### src/rtl/pipe_sel_mux.sv
// N:1 selector into a single output register; explicit select (MODE 0) or round-robin (MODE 1).
// Latency: 1 cycle from input handshake to out_valid.
// Backpressure: in_ready only while the register is empty or draining this cycle.
module pipe_sel_mux #(
  parameter int WIDTH  = 32,
  parameter int NUM_IN = 4,
  parameter int SEL_W  = $clog2(NUM_IN),
  parameter int MODE   = 0
) (
  input  logic                    clk,
  input  logic                    rst_n,
  input  logic [NUM_IN*WIDTH-1:0] in_data,
  input  logic [NUM_IN-1:0]       in_valid,
  output logic [NUM_IN-1:0]       in_ready,
  input  logic [SEL_W-1:0]        sel,
  output logic [WIDTH-1:0]        out_data,
  output logic [SEL_W-1:0]        out_src,
  output logic                    out_valid,
  input  logic                    out_ready,
  output logic                    sel_err
);

  logic             can_load;
  logic             sel_ok;
  logic             grant_vld;
  logic [SEL_W-1:0] grant;
  logic [WIDTH-1:0] grant_dat;
  logic             grant_vin;
  logic             xfer;
  logic [SEL_W-1:0] ptr;
  logic [SEL_W-1:0] rr_grant;
  logic             rr_found;
  logic [SEL_W:0]   rr_sum;
  logic [SEL_W-1:0] rr_idx;

  // Gating with rst_n keeps every in_ready low while reset is held.
  assign can_load = rst_n && (!out_valid || out_ready);

  generate
    if ((1 << SEL_W) == NUM_IN) begin : g_sel_pow2
      assign sel_ok = 1'b1;
    end else begin : g_sel_range
      assign sel_ok = (int'(sel) < NUM_IN);
    end
  endgenerate

  // First valid input at or after ptr, wrapping modulo NUM_IN.
  always_comb begin
    rr_found = 1'b0;
    rr_grant = '0;
    rr_sum   = '0;
    rr_idx   = '0;
    for (int k = 0; k < NUM_IN; k++) begin
      rr_sum = {1'b0, ptr} + (SEL_W+1)'(k);
      if (rr_sum >= (SEL_W+1)'(NUM_IN)) begin
        rr_sum = rr_sum - (SEL_W+1)'(NUM_IN);
      end
      rr_idx = rr_sum[SEL_W-1:0];
      if (!rr_found && in_valid[rr_idx]) begin
        rr_found = 1'b1;
        rr_grant = rr_idx;
      end
    end
  end

  always_comb begin
    if (MODE == 0) begin
      grant     = sel;
      grant_vld = sel_ok;
    end else begin
      grant     = rr_grant;
      grant_vld = rr_found;
    end
  end

  always_comb begin
    in_ready  = '0;
    grant_dat = '0;
    grant_vin = 1'b0;
    for (int i = 0; i < NUM_IN; i++) begin
      if (grant == SEL_W'(i)) begin
        in_ready[i] = can_load && grant_vld;
        grant_dat   = in_data[i*WIDTH +: WIDTH];
        grant_vin   = in_valid[i];
      end
    end
  end

  assign xfer = can_load && grant_vld && grant_vin;

  always_ff @(posedge clk or negedge rst_n) begin
    if (!rst_n) begin
      out_valid <= 1'b0;
      out_data  <= '0;
      out_src   <= '0;
      ptr       <= '0;
      sel_err   <= 1'b0;
    end else begin
      if (xfer) begin
        out_valid <= 1'b1;
        out_data  <= grant_dat;
        out_src   <= grant;
      end else if (out_ready) begin
        out_valid <= 1'b0;
      end
      // The pointer only moves on an accepted word, so stalls never skip a requester.
      if (xfer && (MODE != 0)) begin
        ptr <= (grant == SEL_W'(NUM_IN-1)) ? '0 : grant + 1'b1;
      end
      if ((MODE == 0) && can_load && !sel_ok) begin
        sel_err <= 1'b1;
      end
    end
  end

endmodule

### config.mk
export PLATFORM = sky130hd
export DESIGN_NAME = pipe_sel_mux
export DESIGN_NICKNAME = d
export VERILOG_FILES = /design/src/rtl/pipe_sel_mux.sv
export SDC_FILE = /design/constraint.sdc
export NUM_CORES = 1
export LEC_CHECK = 0
export CAP_MARGIN = 5
export CELL_PAD_IN_SITES_DETAIL_PLACEMENT = 1
export CELL_PAD_IN_SITES_GLOBAL_PLACEMENT = 1
export CORE_MARGIN = 3
export CORE_UTILIZATION = 26
export DETAILED_ROUTE_END_ITERATION = 10
export GPL_TIMING_DRIVEN = 0
export PLACE_DENSITY = 0.79
export SLEW_MARGIN = 20
export SYNTH_ARGS = -nofsm -noshare
export SYNTH_HDL_FRONTEND = slang
export SYNTH_SLANG_ARGS = --single-unit
### constraint.sdc
create_clock -name clk -period 1.68 [get_ports clk]
set_input_delay 0.42 -clock clk [delete_from_list [all_inputs] [get_ports clk]]
set_output_delay 0.42 -clock clk [all_outputs]
set_load 0.02 [all_outputs]
==> results.toml <==
[worst_setup_path]
required_ns = 1.85
end_kind = "flop"
path_class = "primary input to flop"
cp-start-kind = "primary input"
arrival_ns = 1.80
worstPathMaxFanout = 5

[routing]
drt-vias-per-instance = 4.719
dr.pass1.iters = 4
routed_wl_mm = 8.309
wl_per_cell_um = 19.15
num_vias = 2048
first_iter_violations = 19
drc = 0
drtAntennaViolNets = 0

[cts]
clockBufferDepth = 2
ctsHtreeMaxLevel = 2
cts_tree = "yes"
cts_sinks = 35
clock_latency_ns = 0.28
cts-root-buf = "clkbuf_8"
path_clk_slew_ns = 0.08
cts_buffers = 5

[floorplanning]
coreArea_mm2 = 0.008763
start_util_pct = 26.98
die_x_um = 101.4
io_pins = 177
fp-row-count = 34
die_area_mm2 = 0.01028
fp.dieH_um = 101.4

[timing]
fmax_ghz = 0.6120
fin_ws_ns = 0.04598
slew_headroom_pct = 39.94
fin_skew_ns = 0.006602
finalSetupViolCount = 0
slew_violations = 0
min_period_over_period_pct = 97.26
tightest_slew_ns = 0.8979
post-route-min-period_ns = 1.634
rsz0062_at_grt = "true"
tns_ns = 0
hold_viol_final = 0

[global_route]
grt_pass1_wl_mm = 12.50
grt_usage_pct = 15.94
antenna_found_initial = 0
grt_overflow = 0
grt_pass1_vias = 2336
grt_max_degree = 22

[pwr]
vdd_drop_max_mv = 0.3592
leakage_nw = 2.047
powerDensity_mw_per_mm2 = 822.9

[logic_synthesis]
syn_nets = 264
netlist_area_mm2 = 0.002365
syn_inst = 127
ys_top_cells_by_area = "dfrtp_1, mux4_2, mux2_4"
ys_warn_count = 0
synth-seq-area-share_pct = 37.04
synth.distinct_cells = 19
synth_seq_cells = 35
synth_top_cell_by_area = "dfrtp_1"
synth_top_area_share_pct = 37.04
syn_avg_cell_area_um2 = 18.62

[placed_design]
dpl.hpwl_mm = 6.517
pre_cts_ws_ns = -0.9363
numPortBuffers = 175
gp_congestion = 0.6814

[finish]
nets = 462
drive_gt1_share_pct = 36.81
area_delta_synth_final_pct = 94.55
layout_common_cells = "clkdlybuf4s50_1, dfrtp_1, mux4_2"
insertedDiodeCount = 0
final_common_cell = "clkdlybuf4s50_1"

[worst_hold_path]
hp-class = "primary input to async pin"

[status]
status = "completed"

[job]
drv_cap = 0
## metal layers
layer	GRT usage (%)	wire length, um	vias to the layer above
met5	0	0	-
met4	3.988	70	0
met3	3.306	545	4
met2	28.97	4521	82
met1	19.16	3173	1051
li1	-	-	911
## metrics by stage
stage	area, um2	total power, mW	utilization (%)	hold slack, ns	cells
finish	4601	3.786	52.50	0.03194	434
global route	4601	3.981	52.50	0.02633	434
CTS	4601	3.850	52.50	0.02469	434
detailed placement	4274	3.078	48.77	0.4230	411
global placement	4252	3.038	48.52	0.4877	410
floorplan	2365	2.124	-	0.1244	127
## worst paths after layout
| kind | start | endpoint | slack (ns) | cells after the start |
|---|---|---|---|---|
| min in group clk | out_data[10]$_DFFE_PN0P_ | out_data[10]$_DFFE_PN0P_ | 0.50 | 1 |
| setup / recovery | sel[0] | out_data[30]$_DFFE_PN0P_ | 0.05 | 5 |
| hold / removal | rst_n | out_data[1]$_DFFE_PN0P_ | 0.03 | 2 |
| setup reg to reg | out_valid$_DFFE_PN0P_ | out_data[14]$_DFFE_PN0P_ | 0.17 | 6 |
| hold reg to reg | out_data[10]$_DFFE_PN0P_ | out_data[10]$_DFFE_PN0P_ | 0.50 | 1 |
| max in group asynchronous | rst_n | out_data[14]$_DFFE_PN0P_ | 0.32 | 2 |
## report_power, final
part / switching (mW) / internal [mW] / total (mW)
Clock: 0.315 / 0.481 / 0.796
Sequential: 0.128 / 1.08 / 1.21
Combinational: 0.704 / 1.08 / 1.78
## Yosys cell counts (all sizes together)
master        number
dlymetal6s2s       1
mux2              35
buf               10
dlygate4sd1        1
dfrtp             35
nand3              2
conb               1
nor3b              2
a31o               1
and4               1
mux4              33
nand2              2
nand2b             1
nor3               1
a22o               1
## flip-flops by register name, indices dropped and copies added (netlist names)
name and count:
out_src 2, out_data 32, out_valid 1
## cells by family (layout without fill, tap and decap cells)
| logic type | Yosys count | count (layout) | synth area share [%] |
|---|---|---|---|
| AND/OR/NAND/NOR | 9 | 9 | 2.751 |
| flip-flops | 35 | 35 | 37.04 |
| multiplexers | 68 | 68 | 52.70 |
| buffers and inverters | 12 | 211 | 6.614 |
| other | 1 | 1 | 0.1586 |
| AO/OA/AOI/OAI | 2 | 2 | 0.7409 |
## final cells by class
class,count,area [um2]
fillers,893,4163
repair buffers,191,1929
multi-input cells,80,1363
flip-flops and latches,35,875.8
plain buffers,12,180.2
well taps,108,135.1
clock buffers,6,82.58
clock inverters,2,35.03
## critical path: stages
cell,delay (ns)
buf_2,0.11
mux4_2,0.53
nand3_4,0.16
bufbuf_16,0.29
mux2_4,0.29
## timing repair
action	4_1_cts	5_1_grt
hold buffers	1	0
endpoints found under the setup margin	65	24
endpoints found under the hold margin	19	0
setup buffers	11	0
gates resized for setup	87	12
cloned	3	0
pin swaps	3	1
Power figures use the tool's default switching activity.
